[src/rtl/mole_pkg.sv]
// Shared types and constants for the whack-a-mole game sequencer.
// Build option MOLE_ADAPTIVE_SPEED_EN (used by mole_scheduler) shrinks the up-time after each hit.
package mole_pkg;

   typedef enum logic [2:0] {
      IDLE,
      SPAWN,
      UP,
      BLANK,
      GAP,
      DONE
   } state_t;

   localparam logic [3:0]  MOLE_BLANK     = 4'hF;
   localparam int          MOLE_POSITIONS = 10;
   localparam logic [15:0] LFSR_MASK      = 16'hB400;

endpackage

[src/rtl/mole_lfsr.sv]
// Free-running 16-bit Galois LFSR, advances every cycle; value is the register itself (0 latency).
// No backpressure: there is no enable, the sequence never stalls.
module mole_lfsr
   import mole_pkg::*;
#(
   parameter logic [15:0] SEED = 16'hACE1
) (
   input  logic        clk,
   input  logic        rst_n,
   output logic [15:0] lfsr
);

   logic [15:0] lfsr_q;
   logic [15:0] lfsr_d;

   // Right-shifting Galois form: the bit shifted out folds back through the tap mask.
   always_comb begin
      lfsr_d = {1'b0, lfsr_q[15:1]} ^ (lfsr_q[0] ? LFSR_MASK : 16'h0000);
   end

   always_ff @(posedge clk or negedge rst_n) begin
      if (!rst_n) begin
         lfsr_q <= SEED;
      end else begin
         lfsr_q <= lfsr_d;
      end
   end

   assign lfsr = lfsr_q;

endmodule

[src/rtl/mole_scheduler.sv]
// Whack-a-mole sequencer: start->mole_valid 2 cycles, key->hit 1 cycle, all outputs registered.
// No backpressure (display and keypad are strobes); MOLE_ADAPTIVE_SPEED_EN enables shrinking up-time.
module mole_scheduler
   import mole_pkg::*;
#(
   parameter int          UP_CYCLES  = 50_000_000,
   parameter int          GAP_CYCLES = 12_500_000,
   parameter int          ROUNDS     = 20,
   parameter int          TIMER_W    = 27,
   parameter logic [15:0] LFSR_SEED  = 16'hACE1
) (
   input  logic       clk,
   input  logic       rst_n,
   input  logic       start,
   input  logic [3:0] key_num,
   input  logic       key_valid,
   output logic [3:0] mole_num,
   output logic       mole_valid,
   output logic       hit,
   output logic       miss,
   output logic [7:0] score,
   output logic [7:0] round,
   output logic       busy,
   output logic       done
);

   localparam logic [TIMER_W-1:0] UP_LOAD  = TIMER_W'(UP_CYCLES - 1);
   localparam logic [TIMER_W-1:0] GAP_LOAD = TIMER_W'(GAP_CYCLES - 1);
   localparam logic [TIMER_W-1:0] T_ONE    = TIMER_W'(1);

   state_t             state_q, state_d;
   logic [TIMER_W-1:0] timer_q, timer_d;
   logic [3:0]         prev_q, prev_d;
   logic [3:0]         mole_num_q, mole_num_d;
   logic               mole_valid_q, mole_valid_d;
   logic               hit_q, hit_d;
   logic               miss_q, miss_d;
   logic [7:0]         score_q, score_d;
   logic [7:0]         round_q, round_d;
   logic               busy_q, busy_d;
   logic               done_q, done_d;

   logic [15:0]        lfsr_val;
   logic               unused_lfsr;
   logic [3:0]         cand;
   logic [TIMER_W-1:0] spawn_load;

   mole_lfsr #(
      .SEED (LFSR_SEED)
   ) u_lfsr (
      .clk   (clk),
      .rst_n (rst_n),
      .lfsr  (lfsr_val)
   );

   assign unused_lfsr = ^lfsr_val[15:4];

   // Fold 10..15 onto 4..9, then step past the previous mole so it never repeats.
   always_comb begin
      cand = lfsr_val[3:0];
      if (cand >= 4'(MOLE_POSITIONS)) begin
         cand = cand - 4'd6;
      end
      if (cand == prev_q) begin
         cand = (cand == 4'(MOLE_POSITIONS - 1)) ? 4'd0 : cand + 4'd1;
      end
   end

`ifdef MOLE_ADAPTIVE_SPEED_EN
   localparam logic [TIMER_W-1:0] UP_FULL  = TIMER_W'(UP_CYCLES);
   localparam logic [TIMER_W-1:0] UP_FLOOR = TIMER_W'(UP_CYCLES / 4);

   logic [TIMER_W-1:0] up_len_q, up_len_d;
   logic [TIMER_W-1:0] up_shrunk;

   always_comb begin
      up_shrunk  = up_len_q - (up_len_q >> 3);
      spawn_load = up_len_q - T_ONE;
   end

   always_ff @(posedge clk or negedge rst_n) begin
      if (!rst_n) begin
         up_len_q <= UP_FULL;
      end else begin
         up_len_q <= up_len_d;
      end
   end
`else
   always_comb begin
      spawn_load = UP_LOAD;
   end
`endif

   always_comb begin
      state_d      = state_q;
      timer_d      = timer_q;
      prev_d       = prev_q;
      mole_num_d   = mole_num_q;
      mole_valid_d = 1'b0;
      hit_d        = 1'b0;
      miss_d       = 1'b0;
      score_d      = score_q;
      round_d      = round_q;
`ifdef MOLE_ADAPTIVE_SPEED_EN
      up_len_d     = up_len_q;
`endif
      case (state_q)
         IDLE, DONE: begin
            if (start) begin
               state_d = SPAWN;
               score_d = 8'd0;
               round_d = 8'd0;
`ifdef MOLE_ADAPTIVE_SPEED_EN
               up_len_d = UP_FULL;
`endif
            end
         end
         SPAWN: begin
            mole_num_d   = cand;
            prev_d       = cand;
            mole_valid_d = 1'b1;
            timer_d      = spawn_load;
            state_d      = UP;
         end
         UP: begin
            // A correct key wins over a timeout landing in the same cycle.
            if (key_valid && (key_num == mole_num_q)) begin
               hit_d   = 1'b1;
               state_d = BLANK;
               if (score_q != 8'hFF) begin
                  score_d = score_q + 8'd1;
               end
`ifdef MOLE_ADAPTIVE_SPEED_EN
               up_len_d = (up_shrunk < UP_FLOOR) ? UP_FLOOR : up_shrunk;
`endif
            end else if (timer_q == '0) begin
               miss_d  = 1'b1;
               state_d = BLANK;
            end else begin
               timer_d = timer_q - T_ONE;
            end
         end
         BLANK: begin
            mole_num_d   = MOLE_BLANK;
            mole_valid_d = 1'b1;
            timer_d      = GAP_LOAD;
            state_d      = GAP;
         end
         GAP: begin
            if (timer_q == '0) begin
               round_d = round_q + 8'd1;
               state_d = ((round_q + 8'd1) == 8'(ROUNDS)) ? DONE : SPAWN;
            end else begin
               timer_d = timer_q - T_ONE;
            end
         end
         default: begin
            state_d = IDLE;
         end
      endcase
      busy_d = (state_d != IDLE) && (state_d != DONE);
      done_d = (state_d == DONE);
   end

   always_ff @(posedge clk or negedge rst_n) begin
      if (!rst_n) begin
         state_q      <= IDLE;
         timer_q      <= '0;
         prev_q       <= MOLE_BLANK;
         mole_num_q   <= MOLE_BLANK;
         mole_valid_q <= 1'b0;
         hit_q        <= 1'b0;
         miss_q       <= 1'b0;
         score_q      <= 8'd0;
         round_q      <= 8'd0;
         busy_q       <= 1'b0;
         done_q       <= 1'b0;
      end else begin
         state_q      <= state_d;
         timer_q      <= timer_d;
         prev_q       <= prev_d;
         mole_num_q   <= mole_num_d;
         mole_valid_q <= mole_valid_d;
         hit_q        <= hit_d;
         miss_q       <= miss_d;
         score_q      <= score_d;
         round_q      <= round_d;
         busy_q       <= busy_d;
         done_q       <= done_d;
      end
   end

   assign mole_num   = mole_num_q;
   assign mole_valid = mole_valid_q;
   assign hit        = hit_q;
   assign miss       = miss_q;
   assign score      = score_q;
   assign round      = round_q;
   assign busy       = busy_q;
   assign done       = done_q;

endmodule

[config.mk]
export PLATFORM = sky130hd
export DESIGN_NAME = mole_scheduler
export DESIGN_NICKNAME = d
export VERILOG_FILES = /design/src/rtl/mole_pkg.sv /design/src/rtl/mole_lfsr.sv /design/src/rtl/mole_scheduler.sv
export SDC_FILE = /design/constraint.sdc
export NUM_CORES = 1
export LEC_CHECK = 0
export ABC_CLOCK_PERIOD_IN_PS = 2900
export CAP_MARGIN = 15
export CELL_PAD_IN_SITES_DETAIL_PLACEMENT = 1
export CELL_PAD_IN_SITES_GLOBAL_PLACEMENT = 1
export CORE_MARGIN = 1.5
export CORE_UTILIZATION = 45
export DETAILED_ROUTE_END_ITERATION = 10
export PLACE_DENSITY = 0.85
export SETUP_SLACK_MARGIN = 0.5
export SYNTH_ARGS = -nofsm -noshare
export SYNTH_HDL_FRONTEND = slang
export SYNTH_SLANG_ARGS = --single-unit
[constraint.sdc]
create_clock -name clk -period 2.9 [get_ports clk]
set_clock_uncertainty 0.05 [all_clocks]
set_input_delay 0.58 -clock clk [delete_from_list [all_inputs] [get_ports clk]]
set_output_delay 0.58 -clock clk [all_outputs]
set_load 0.02 [all_outputs]
==> impl_metrics.toml <==
[floorplanning]
die_w_um = 98.5
die_h_um = 98.5
initial_core_util_pct = 46.8
core_mm2 = 0.00876
die_area_mm2 = 0.00969
rows = 34
ioPinCount = 33

[worst_setup_path]
reg2regPathDepth = 6
path_max_fanout = 5
cp-startpoint = "timer_q[19]"
rr_endpoint = "timer_q[0]"
r2r-start = "timer_q[19]"
r2r_slack_ps = 450
cp.required_ps = 3090
startpoint_type = "register"
worstPathArrival_ps = 2630
critPathCapture = "timer_q[0]"
endpoint_kind = "register"
critical_path_class = "reg2reg"

[clock_network]
cts_tree = "yes"
path_clk_slew_ps = 70
htreeDepth = 3
clockBufferDepth = 2
cts_root_buf = "clkbuf_8"
cts_made_buffers = 9
clkLatencyLatePin_ps = 360
cts.sinks = 75
holdBufCountCts = 0

[final_layout]
utilization_pct = 58.6
final_area_mm2 = 0.00514
synthToLayoutAreaGrowth_pct = 25.3
diodes = 0
nets = 491
drive_above_1_share_pct = 22.8

[placed_design]
postPlaceCellArea_mm2 = 0.00455
io_buffers = 32
post-dp-hpwl_um = 7810
routabilityCongestion = 0.890

[detailed_routing]
drt_iter0_markers = 411
wire_per_inst_um = 21.9
drcViolationCount = 0
route.antenna.remaining_nets = 0
vias_per_cell = 6.39
firstDrtPassIters = 4
wl_um = 12900
dr_total_vias = 3779

[sta]
finalSetupTns_ps = 0
fin_crit_sh_pct = 84.3
relSlewSlack_pct = 35.3
rsz0062_at_grt = "true"
period_needed_ps = 2450
slew_viol_final = 0
worst_pin_slew_ps = 971
setup_violations = 0
max_freq_mhz = 409
hold_viol = 0

[synth]
synth_cells = 427
yosysTopAreaCell = "dfrtp_1"
synth_area_mm2 = 0.00410
ys_async_sr_fraction_pct = 100
ys_warn_count = 0
synthMostInstantiatedCell = "dfrtp_1"
synth-edff-count = 0
syn_area_per_cell_um2 = 9.60
ys_seq_elements = 75
ys_types = 66
yosys-top-cells-count = "59 x dfrtp_1, 40 x nor2_1, 26 x nand2_1"
synth.yosys.seq_area_share_pct = 46.3
synth_ff_type = "dfrtp_1"
synth_area_leaders = "dfrtp_1 36%, dfstp_2 10%, nor2_1 3.7%"
yosysTopAreaCellShare_pct = 36.0
synth_nets = 440

[grt]
grt_pass1_vias = 3921
grt_usage_pct = 26.1
grt_pass1_wl_um = 20200
grt_max_degree = 76
overflow = 0
antenna_found_initial = 0

[power_and_ir_drop]
p_leak_nw = 2.07
power.density_mw_per_mm2 = 360
irDropWorstVdd_uv = 274

[min_path]
hold_path.class = "reg2reg"
holdPathStages = 0

[run_status]
status = "finished, final reports clean"

[run]
drv_cap = 0
-- layout by cell type (no fill, tap or decap), types with 4 or more instances in the layout --
cell and n:
a21oi_1 17, a31oi_1 17, and2_1 10, and3_1 9, buf_4 22, buf_6 5
clkbuf_8 10, clkdlybuf4s50_1 31, dfrtp_1 58, dfstp_2 16, ha_1 5, inv_1 12
mux2i_1 11, nand2_1 25, nand2b_1 14, nand3_1 9, nor2_1 40, nor2b_1 4
nor3_1 10, nor4_1 5, nor4_4 5, o21ai_0 16, o22a_1 5, o31ai_1 6
or3_1 9, or4_4 5, xnor2_1 7, xor2_1 4
-- worst min-delay path by stage --
stage	from	endpoint	slack, ps
2_1_floorplan	rst_n	busy	230
3_3_place_gp	u_lfsr.lfsr[12]	u_lfsr.lfsr[11]	290
3_5_place_dp	u_lfsr.lfsr[12]	u_lfsr.lfsr[11]	290
4_1_cts	u_lfsr.lfsr[12]	u_lfsr.lfsr[11]	310
5_1_grt	u_lfsr.lfsr[12]	u_lfsr.lfsr[11]	320
6_report	u_lfsr.lfsr[12]	u_lfsr.lfsr[11]	300
-- critical path: stages, from the launching register on --
cell and delay, ps:
dfrtp_1 390, or4_4 580, or3_4 470, o31ai_4 310, buf_6 180, a21oi_4 80
mux2_2 280
-- layout make-up --
type                    instances  area (µm²)
flip-flops and latches         75        1900
multi-input cells             319        2320
well taps                     108         135
clock inverters                 6        40.0
clock buffers                  10         138
fillers                       965        3630
repair buffers                 59         552
inverters                      14        52.6
-- routing by layer --
metal	track usage, %	wire (µm)	vias up
met5	0	0	-
met2	41.7	6340	126
met4	10.5	428	0
met3	5.53	690	43
li1	-	-	1702
met1	34.7	5480	1908
-- per-stage QoR --
step	worst slack, ps	total power (W)	hold slack [ps]	std cells
2_1_floorplan	464	0.00107	234	427
3_3_place_gp	281	0.00111	289	558
3_5_place_dp	204	0.00111	288	558
4_1_cts	477	0.00185	308	586
5_1_grt	372	0.00190	317	591
6_report	454	0.00185	305	591
-- where the power goes --
group	switching, W	internal (W)	total [W]
clock network	0.000425	0.000334	0.000759
registers	0.000000699	0.00105	0.00105
logic	0.0000294	0.0000121	0.0000415
total	0.000455	0.00139	0.00185
-- what timing repair did --
item	in CTS	in global routing
endpoints found under the setup margin	31	38
gates resized for setup	14	44
buffers inserted	10	4
pin swaps	7	18
gates cloned	2	1
-- kinds of logic (layout without fill, tap and decap cells) --
group	Yosys count	after routing	synth area share (%)
buffers and inverters	35	89	3.57
and+or+nand+nor	172	172	22.4
xor gates and xnor gates	11	11	2.35
DFF	75	75	46.3
adders and majority gates	5	5	1.53
muxes	14	14	3.51
AOI/OAI and AO/OA	115	117	20.4
-- sequential cells by signal, summed over array words and instances (netlist names) --
name,count
busy,1
done,1
hit,1
miss,1
mole_num,4
mole_valid,1
prev_q,4
round,8
score,8
state_q,3
timer_q,27
u_lfsr.lfsr,16
Note: power is estimated with default switching activity, not from simulation.
